`config.mk`:
```
export PLATFORM = sky130hd
export DESIGN_NAME = execute_mem_ldret_flat
export DESIGN_NICKNAME = d
export VERILOG_FILES = /design/src/rtl/execute_mem_ldret_if.sv /design/src/rtl/execute_mem_ldret.sv /design/src/flat_wrapper.sv
export SDC_FILE = /design/constraint.sdc
export NUM_CORES = 1
export LEC_CHECK = 0
export CAP_MARGIN = 5
export CORE_ASPECT_RATIO = 1.4
export CORE_MARGIN = 4
export CORE_UTILIZATION = 45
export CTS_CLUSTER_SIZE = 30
export DETAILED_ROUTE_END_ITERATION = 10
export PLACE_DENSITY = 0.74
export SLEW_MARGIN = 25
export SYNTH_ARGS = -nofsm -noshare
export SYNTH_HDL_FRONTEND = slang
export SYNTH_SLANG_ARGS = --single-unit
```
`constraint.sdc`:
```
create_clock -name clk -period 3.1 [get_ports clk]
set_input_delay 0.465 -clock clk [delete_from_list [all_inputs] [get_ports clk]]
set_output_delay 0.465 -clock clk [all_outputs]
set_load 0.005 [all_outputs]
```
`src/rtl/execute_mem_ldret_if.sv`:
```
// Load-return bus bundle: request issue, memory response and writeback result.
// Signal names keep their i_/o_ prefixes as seen from the tracker (slave) side.
interface execute_mem_ldret_if;
    logic        i_req_valid;
    logic        o_req_ready;
    logic [1:0]  i_req_addr;
    logic [1:0]  i_req_size;
    logic        i_req_signed;
    logic [5:0]  i_req_dst;
    logic        i_rsp_valid;
    logic        o_rsp_ready;
    logic [31:0] i_rsp_data;
    logic        o_wb_valid;
    logic        i_wb_ready;
    logic [31:0] o_wb_data;
    logic [5:0]  o_wb_dst;
    logic        o_wb_misalign;

    modport master (
        output i_req_valid, i_req_addr, i_req_size, i_req_signed, i_req_dst,
        output i_rsp_valid, i_rsp_data, i_wb_ready,
        input  o_req_ready, o_rsp_ready, o_wb_valid, o_wb_data, o_wb_dst, o_wb_misalign
    );

    modport slave (
        input  i_req_valid, i_req_addr, i_req_size, i_req_signed, i_req_dst,
        input  i_rsp_valid, i_rsp_data, i_wb_ready,
        output o_req_ready, o_rsp_ready, o_wb_valid, o_wb_data, o_wb_dst, o_wb_misalign
    );
endinterface

```
`src/rtl/execute_mem_ldret.sv`:
```
// In-order load tracker: remembers attributes of issued loads, then aligns and
// extends each returning memory word into a registered writeback result.
module execute_mem_ldret #(
    parameter int DEPTH = 4
) (
    input  logic               clk,
    input  logic               resetn,
    execute_mem_ldret_if.slave bus
);
    localparam int AW = (DEPTH > 1) ? $clog2(DEPTH) : 1;
    localparam int CW = AW + 1;
    localparam logic [CW-1:0] FULL = CW'(DEPTH);

    typedef struct packed {
        logic [1:0] addr;
        logic [1:0] size;
        logic       sgn;
        logic [5:0] dst;
    } entry_t;

    entry_t        entry_reg [DEPTH];
    logic [AW-1:0] wr_ptr_reg;
    logic [AW-1:0] rd_ptr_reg;
    logic [CW-1:0] count_reg;

    logic          wb_valid_reg;
    logic [31:0]   wb_data_reg;
    logic [5:0]    wb_dst_reg;
    logic          wb_misalign_reg;

    logic          req_ready;
    logic          rsp_ready;
    logic          push;
    logic          pop;
    entry_t        head;
    logic [7:0]    lane [4];
    logic [7:0]    byte_sel;
    logic [15:0]   half_sel;
    logic [31:0]   fmt_data_next;
    logic          fmt_mis_next;

    // Full is a hard stop: a pop in the same cycle does not make room.
    assign req_ready = (count_reg != FULL);
    assign rsp_ready = (count_reg != '0) && (!wb_valid_reg || bus.i_wb_ready);
    assign push      = bus.i_req_valid && req_ready;
    assign pop       = bus.i_rsp_valid && rsp_ready;
    assign head      = entry_reg[rd_ptr_reg];

    assign bus.o_req_ready   = req_ready;
    assign bus.o_rsp_ready   = rsp_ready;
    assign bus.o_wb_valid    = wb_valid_reg;
    assign bus.o_wb_data     = wb_data_reg;
    assign bus.o_wb_dst      = wb_dst_reg;
    assign bus.o_wb_misalign = wb_misalign_reg;

    for (genvar gi = 0; gi < 4; gi++) begin : g_lane
        assign lane[gi] = bus.i_rsp_data[8*gi +: 8];
    end

    assign byte_sel = lane[head.addr];
    assign half_sel = head.addr[1] ? {lane[3], lane[2]} : {lane[1], lane[0]};

    // Misaligned and reserved-size loads pass the raw word through untouched.
    always_comb begin
        fmt_data_next = bus.i_rsp_data;
        fmt_mis_next  = 1'b0;
        case (head.size)
            2'b00: fmt_data_next = {{24{head.sgn & byte_sel[7]}}, byte_sel};
            2'b01: begin
                if (head.addr[0]) fmt_mis_next = 1'b1;
                else              fmt_data_next = {{16{head.sgn & half_sel[15]}}, half_sel};
            end
            2'b10:   fmt_mis_next = (head.addr != 2'b00);
            default: fmt_mis_next = 1'b1;
        endcase
    end

    // Attribute storage carries no reset; an entry is only read after being written.
    always_ff @(posedge clk) begin
        if (push) begin
            entry_reg[wr_ptr_reg] <= '{addr: bus.i_req_addr, size: bus.i_req_size,
                                       sgn:  bus.i_req_signed, dst: bus.i_req_dst};
        end
    end

    always_ff @(posedge clk or negedge resetn) begin
        if (!resetn) begin
            wr_ptr_reg      <= '0;
            rd_ptr_reg      <= '0;
            count_reg       <= '0;
            wb_valid_reg    <= 1'b0;
            wb_data_reg     <= '0;
            wb_dst_reg      <= '0;
            wb_misalign_reg <= 1'b0;
        end else begin
            if (push) wr_ptr_reg <= wr_ptr_reg + 1'b1;
            if (pop)  rd_ptr_reg <= rd_ptr_reg + 1'b1;
            case ({push, pop})
                2'b10:   count_reg <= count_reg + 1'b1;
                2'b01:   count_reg <= count_reg - 1'b1;
                default: count_reg <= count_reg;
            endcase
            if (pop) begin
                wb_valid_reg    <= 1'b1;
                wb_data_reg     <= fmt_data_next;
                wb_dst_reg      <= head.dst;
                wb_misalign_reg <= fmt_mis_next;
            end else if (bus.i_wb_ready) begin
                wb_valid_reg    <= 1'b0;
            end
        end
    end
endmodule

```
`src/flat_wrapper.sv`:
```
// flat-port wrapper written by rule: the top's interface ports become plain ports
module execute_mem_ldret_flat 
#(
    parameter int DEPTH = 4
)
  (clk, resetn, bus_i_req_valid, bus_i_req_addr, bus_i_req_size, bus_i_req_signed, bus_i_req_dst, bus_i_rsp_valid, bus_i_rsp_data, bus_i_wb_ready, bus_o_req_ready, bus_o_rsp_ready, bus_o_wb_valid, bus_o_wb_data, bus_o_wb_dst, bus_o_wb_misalign);
  execute_mem_ldret_if bus_i ();
  input  logic clk;
  input  logic resetn;
  input wire logic [$bits(bus_i.i_req_valid)-1:0] bus_i_req_valid;
  input wire logic [$bits(bus_i.i_req_addr)-1:0] bus_i_req_addr;
  input wire logic [$bits(bus_i.i_req_size)-1:0] bus_i_req_size;
  input wire logic [$bits(bus_i.i_req_signed)-1:0] bus_i_req_signed;
  input wire logic [$bits(bus_i.i_req_dst)-1:0] bus_i_req_dst;
  input wire logic [$bits(bus_i.i_rsp_valid)-1:0] bus_i_rsp_valid;
  input wire logic [$bits(bus_i.i_rsp_data)-1:0] bus_i_rsp_data;
  input wire logic [$bits(bus_i.i_wb_ready)-1:0] bus_i_wb_ready;
  output wire logic [$bits(bus_i.o_req_ready)-1:0] bus_o_req_ready;
  output wire logic [$bits(bus_i.o_rsp_ready)-1:0] bus_o_rsp_ready;
  output wire logic [$bits(bus_i.o_wb_valid)-1:0] bus_o_wb_valid;
  output wire logic [$bits(bus_i.o_wb_data)-1:0] bus_o_wb_data;
  output wire logic [$bits(bus_i.o_wb_dst)-1:0] bus_o_wb_dst;
  output wire logic [$bits(bus_i.o_wb_misalign)-1:0] bus_o_wb_misalign;
  assign bus_i.i_req_valid = bus_i_req_valid;
  assign bus_i.i_req_addr = bus_i_req_addr;
  assign bus_i.i_req_size = bus_i_req_size;
  assign bus_i.i_req_signed = bus_i_req_signed;
  assign bus_i.i_req_dst = bus_i_req_dst;
  assign bus_i.i_rsp_valid = bus_i_rsp_valid;
  assign bus_i.i_rsp_data = bus_i_rsp_data;
  assign bus_i.i_wb_ready = bus_i_wb_ready;
  assign bus_o_req_ready = bus_i.o_req_ready;
  assign bus_o_rsp_ready = bus_i.o_rsp_ready;
  assign bus_o_wb_valid = bus_i.o_wb_valid;
  assign bus_o_wb_data = bus_i.o_wb_data;
  assign bus_o_wb_dst = bus_i.o_wb_dst;
  assign bus_o_wb_misalign = bus_i.o_wb_misalign;
  execute_mem_ldret #(.DEPTH(DEPTH)) u_core (.clk(clk), .resetn(resetn), .bus(bus_i));
endmodule
```
== Word level (Yosys, flattened, before mapping) ==
Memories as Yosys holds them, arrays and structs flattened.
Cells that the tools add are included.

* Input bits: 48
* Register bits after elaboration: 47
* Word-level logic and storage cells: 44
* Bits in writable memories: 44
* Output and inout bits: 42
* Memories: 1

* Reductions and logical operators: 10
* Magnitude comparators: 1
* Eq/ne operators: 5
* Bitwise operators: 3
* Multiplexer cells: 13
* Add/sub/neg operators: 4

{| class="wikitable"
|+ Memory list
! memory !! words !! width !! rd ports !! clocked after memory_dff !! write ports !! line !! source
|-
| u_core.entry_reg || 4 || 11 || 1 || 0 || 1 || execute_mem_ldret.sv:21 || <nowiki>entry_t entry_reg [DEPTH];</nowiki>
|}

{| class="wikitable"
|+ Operators by type and width
! cell !! count
|-
| $pmux W32 S2 || 1
|-
| $mux W32 || 1
|-
| $bmux W8 S2 || 1
|-
| $mux W16 || 1
|-
| $mux W8 || 2
|-
| $pmux W3 S2 || 1
|-
| $reduce_bool A2 Y1 || 3
|-
| $mux W1 || 5
|-
| $add A2 B1 Y2 const B || 2
|-
| $eq A2 B1 Y1 const B || 2
|-
| $eq A2 B2 Y1 const B || 2
|-
| $add A3 B1 Y3 const B || 1
|-
| $ge A3 B3 Y1 const B || 1
|-
| $logic_and A1 B1 Y1 || 3
|-
| $ne A3 B3 Y1 const B || 1
|-
| $not A2 Y3 || 1
|-
| $pmux W1 S3 || 1
|-
| $reduce_bool A3 Y1 || 1
|-
| $sub A3 B1 Y3 const B || 1
|-
| $and A1 B1 Y1 || 2
|-
| $logic_not A2 Y1 || 1
|-
| $logic_not A1 Y1 || 1
|-
| $logic_or A1 B1 Y1 || 1
|}

== Logic depth before layout (Yosys ltp) ==
An unclocked memory read counts as a cell.

* Depth in word-level cells: 7
* Gate-level depth with buffers: 10
* Mapped depth without buffers: 10

== Worst setup path before layout ==
No wires, ideal clock.

* Kind: input-to-reg
* Start: input port bus_i_wb_ready
* End: register u_core.count_reg[2]
* Library setup time: 0.079 ns
* Data required time: 3.021 ns
* Path slack: 0.767 ns
* Cell stages on the path: 10
* Buffers on the path: 1
* Data arrival time: 2.254 ns
* Cell sequence: nand2b_1 > nand3_1 > clkinv_1 > clkbuf_1 > ha_1 > inv_1 > fa_1 > xor2_1 > nor2_1 > xor2_1

* Word-level cells in the longest chain between the ends: 5
* Elaborated cells on any way between the ends: 7

{| class="wikitable"
|+ RTL lines
! item !! line !! source
|-
| start, declared || flat_wrapper.sv:17 || <nowiki>input wire logic [$bits(bus_i.i_wb_ready)-1:0] bus_i_wb_ready;</nowiki>
|-
| $logic_or A1 B1 Y1 * || execute_mem_ldret.sv:44 || <nowiki>assign rsp_ready = (count_reg != '0) && (!wb_valid_reg || bus.i_wb_ready);</nowiki>
|-
| $logic_and A1 B1 Y1 * || execute_mem_ldret.sv:44 ||
|-
| $logic_and A1 B1 Y1 * || execute_mem_ldret.sv:46 || <nowiki>assign pop = bus.i_rsp_valid && rsp_ready;</nowiki>
|-
| via u_core.pop || execute_mem_ldret.sv:34 || <nowiki>logic pop;</nowiki>
|-
| $eq A2 B1 Y1 / $eq A2 B2 Y1 (equally long branches) || execute_mem_ldret.sv:98 || <nowiki>case ({push, pop})</nowiki>
|-
| $pmux W3 S2 / $reduce_bool A2 Y1 (equally long branches) || -- ||
|-
| end signal, assigned || execute_mem_ldret.sv:99 || <nowiki>2'b10: count_reg <= count_reg + 1'b1;</nowiki>
|-
| end signal, assigned || execute_mem_ldret.sv:100 || <nowiki>2'b01: count_reg <= count_reg - 1'b1;</nowiki>
|-
| end signal, assigned || execute_mem_ldret.sv:101 || <nowiki>default: count_reg <= count_reg;</nowiki>
|-
| end, declared || execute_mem_ldret.sv:24 || <nowiki>logic [CW-1:0] count_reg;</nowiki>
|}

Mark *: on every way through the listed nets, which the timed path passes. The rest lies on a longest branch.
A chain may end at the register's enable or synchronous reset.

== Final worst setup path ==
* Start: register u_core.rd_ptr_reg[0]
* End: register u_core.wb_data_reg[25] (netlist: u_core.bus.o_wb_data[25])

* Word-level cells in the longest chain between the ends: 7
* Elaborated cells on any way between the ends: 12

{| class="wikitable"
|+ RTL lines
! item !! line !! source
|-
| start, declared || execute_mem_ldret.sv:23 || <nowiki>logic [AW-1:0] rd_ptr_reg;</nowiki>
|-
| start signal, assigned || execute_mem_ldret.sv:97 || <nowiki>if (pop) rd_ptr_reg <= rd_ptr_reg + 1'b1;</nowiki>
|-
| $mem_v2 Z4 W11 * || -- ||
|-
| $not A2 Y3 (implied by the code) || execute_mem_ldret.sv:60 || <nowiki>assign byte_sel = lane[head.addr];</nowiki>
|-
| $bmux W8 S2 || execute_mem_ldret.sv:60 ||
|-
| $mux W8 (implied by the code) (2 in a row) || execute_mem_ldret.sv:60 ||
|-
| $and A1 B1 Y1 || execute_mem_ldret.sv:68 || <nowiki>2'b00: fmt_data_next = {{24{head.sgn & byte_sel[7]}}, byte_sel};</nowiki>
|-
| $pmux W32 S2 * || execute_mem_ldret.sv:67 || <nowiki>case (head.size)</nowiki>
|-
| end signal, assigned || execute_mem_ldret.sv:105 || <nowiki>wb_data_reg <= fmt_data_next;</nowiki>
|-
| end, declared || execute_mem_ldret.sv:27 || <nowiki>logic [31:0] wb_data_reg;</nowiki>
|}

Mark *: on every way between the ends. The rest lies on a longest branch, timed or not. The select of a mux whose other input is x is not followed.

==> results.md <==
* GRT overflow at 0
* Synthesized area at 0.004189 mm^2
* Critical Path, Cell by Cell: mux4_1 > nor2b_1 > a21oi_1 > nand2b_1 > a31oi_1
* Seq. cell area at 0.002497 mm^2
* CTS Sinks at 91
* Antenna violations before repair at 0
* First-pass GRT wire length at 15.39 mm
* Final setup vio count at 0
* CP max FO at 19
* R2R setup slack at 0.48 ns
* DRT iter0 DRCs at 95
* Syn_nets at 389
* Width of the die at 89.54 um
* Max FFs per register at 44
* Period utilisation layout at 84.36%
* Fin nets at 474
* EDFF count, synth at 44
* Crit path required time at 3.36 ns
* Buf/Inv on CP at 0
* WL per Instance at 18.31 um
* Max Clock Skew at 0.007447 ns
* Max incr delay on CP at 0.89 ns
* # rows at 41
* Worst Slack Setup Final at 0.4849 ns
* Initial Utilization at 46.40%
* Worst r2r src: u_core.rd_ptr_reg[0]$_DFFE_PN0P_
* Clock transition at path regs at 0.06 ns
* Final Hold Fails at 0
* Post-synth cell types at 42
* CTS buffer count at 9
* Share of cells above drive strength 1 at 10.59%
* Final instance area at 0.005418 mm^2
* DIE AREA at 0.01094 mm^2
* Sum Neg Setup Slack at 0 ns
* Die H at 122.2 um
* DR vias at 2949
* Max_cap viols at 0
* Setup bufs post-CTS at 0
* Fin crit period at 2.615 ns
* Post-route ant nets at 0
* Critical path launch point type: flop
* Max Freq at 0.3824 GHz
* Cts hold-fix bufs at 0
* Synth async-reset ratio at 51.65%
* Seq/Total Area, Yosys at 59.62%
* Largest net degree at the start of global routing at 48
* Vias in the first global route at 3104
* Pre-antenna DRT Iters at 4
* Final core occ at 60.01%
* Post-DP HPWL at 6.899 mm
* Htree depth at 3
* Area grow syn2layout at 29.33%
* Crit-path slowest cell: mux4_1
* Core Area at 0.009029 mm^2
* Gate Count Post-Synth at 335
* R2R cell count at 5
* Most used DFF post-synth: dfrtp_1
* ANT cells at 0
* Pre-CTS setup slack at 0.5303 ns
* GRT Overall Usage at 18.95%
* Crit Path Category: reg -> reg
* TritonCTS clock tree: built
* PnR Total Power at 5.300 mW
* Clk Latency, worst-skew pair at 0.35 ns
* Placed cell areas at 0.005147 mm^2
* Residual DRC at 0
* Leak at 2.238 nW
* GP Congestion at 0.9062
* Least-Margin Pin Slew at 0.6424 ns
* Filler cells at 724
* Clk root buf: clkbuf_16
* Synth Warn # at 0
* Critical Path End Type: flop
* Synthesis-stage register bit count at 91
* Vias per cell at 5.543
* Post_cts resized at 0
* Worst r2r dst: u_core.bus.o_wb_data[25]$_DFFE_PN0P_
* P per Cell Area at 978.2 mW/mm^2
* CTS max path bufs at 2
* Detailed Route WL at 9.739 mm
* Top Ports at 90
* Average size of a mapped cell at 12.50 um^2
* Status: finished, final reports clean
* RSZ-0062 raised after global routing: false
* Final Slew Violations at 0
* Max_slew headroom at 57.17%
* CP delay by family, top: multiplexers
* Area of the multi-input gates at 0.001526 mm^2
* IO buf count at 89
* WP data arrival at 2.87 ns
* Peak VDD IR at 0.4766 mV
* Hold Path Class: in -> async
[cell type report]
cell class | count | area share [%]
Tap cell | 107 | 2.471
Inverter | 15 | 1.039
Clock buffer | 11 | 4.296
Sequential cell | 91 | 46.10
Timing Repair Buffer | 95 | 17.23
Multi-Input combinational cell | 208 | 28.18
Clock inverter | 5 | 0.6928
[worst register-to-register path, cell delays in order (launching register included)]
cell and delay [ns]:
dfrtp_1 0.59, mux4_1 0.89, nor2b_1 0.29, a21oi_1 0.09
nand2b_1 0.40, a31oi_1 0.27
[Yosys cell counts, drive strengths merged, types with 5 or more instances]
library cell,n,area (um^2)
a211oi,7,52.55
edfxtp,44,1321
o21ai,9,45.04
mux4,11,255.2
mux2i,12,120.1
a211o,6,52.55
o211a,7,70.07
nand2,59,221.5
mux2,12,142.6
o22ai,9,56.30
buf,9,62.55
inv,14,52.55
ha,5,62.56
clkbuf,12,46.29
nor2,19,71.32
a31oi,20,125.1
and3,6,37.54
dfrtp,47,1176
[power by group]
part           total, mW  internal, mW  switching (mW)
combinational       2.35          1.23            1.12
sequential          1.95          1.71           0.243
clock               1.00         0.546           0.455
total               5.30          3.48            1.82
[layer usage]
metal  up-vias  wire, um  track usage [%]
li1       1389         -                -
met4         0       227            9.125
met5         -         0                0
met3        18       615            4.601
met1      1450      3748            21.72
met2        92      5147            32.37
[kinds of logic after synthesis]
group,share of synthesized area (%)
adder cells (fa/ha/maj),1.971
XOR/XNOR,1.254
multiplexers,12.37
flip-flops,59.62
AND/OR/NAND/NOR,10.31
buffers and inverters,3.942
AO/OA/AOI/OAI,10.54
[stage by stage]
step | hold WS [ns] | std cells
after global routing | 0.1760 | 532
after detailed placement | 0.4799 | 516
after CTS | 0.1499 | 532
after floorplan | 0.1694 | 335
final | 0.1221 | 532
after global placement | 0.4723 | 516
[how the worst max path moves through the flow]
| stage | start | end | slack [ns] | cells after the start |
|---|---|---|---|---|
| 5_1_grt | u_core.rd_ptr_reg[0]$_DFFE_PN0P_ | u_core.bus.o_wb_data[25]$_DFFE_PN0P_ | 0.32 | 5 |
| 2_1_floorplan | bus_i_wb_ready | u_core.count_reg[2]$_DFFE_PN0P_ | 0.77 | 10 |
| 3_3_place_gp | u_core.rd_ptr_reg[0]$_DFFE_PN0P_ | u_core.bus.o_wb_data[20]$_DFFE_PN0P_ | 0.61 | 5 |
| 6_report | u_core.rd_ptr_reg[0]$_DFFE_PN0P_ | u_core.bus.o_wb_data[25]$_DFFE_PN0P_ | 0.48 | 5 |
| 3_5_place_dp | u_core.rd_ptr_reg[0]$_DFFE_PN0P_ | u_core.bus.o_wb_data[21]$_DFFE_PN0P_ | 0.53 | 5 |
| 4_1_cts | u_core.rd_ptr_reg[0]$_DFFE_PN0P_ | u_core.bus.o_wb_data[21]$_DFFE_PN0P_ | 0.51 | 5 |
[cells in the final DEF, fill, tap and decap left out, types with 3 or more instances in the layout]
master | Yosys | final
buf_4 | 2 | 7
nand2_1 | 59 | 59
o211a_1 | 7 | 7
a211o_1 | 6 | 6
nor2_1 | 19 | 19
inv_1 | 14 | 14
clkdlybuf4s50_1 | 0 | 88
a211oi_1 | 7 | 7
a31oi_1 | 20 | 20
o22ai_1 | 9 | 9
mux4_2 | 9 | 9
xnor2_1 | 4 | 4
mux2_2 | 10 | 10
o21ai_0 | 8 | 8
ha_1 | 5 | 5
a21oi_1 | 3 | 3
edfxtp_1 | 44 | 44
and3_1 | 6 | 6
mux2i_1 | 12 | 12
dfrtp_1 | 47 | 47
clkbuf_16 | 0 | 9
(Power assumes the default switching activity.)
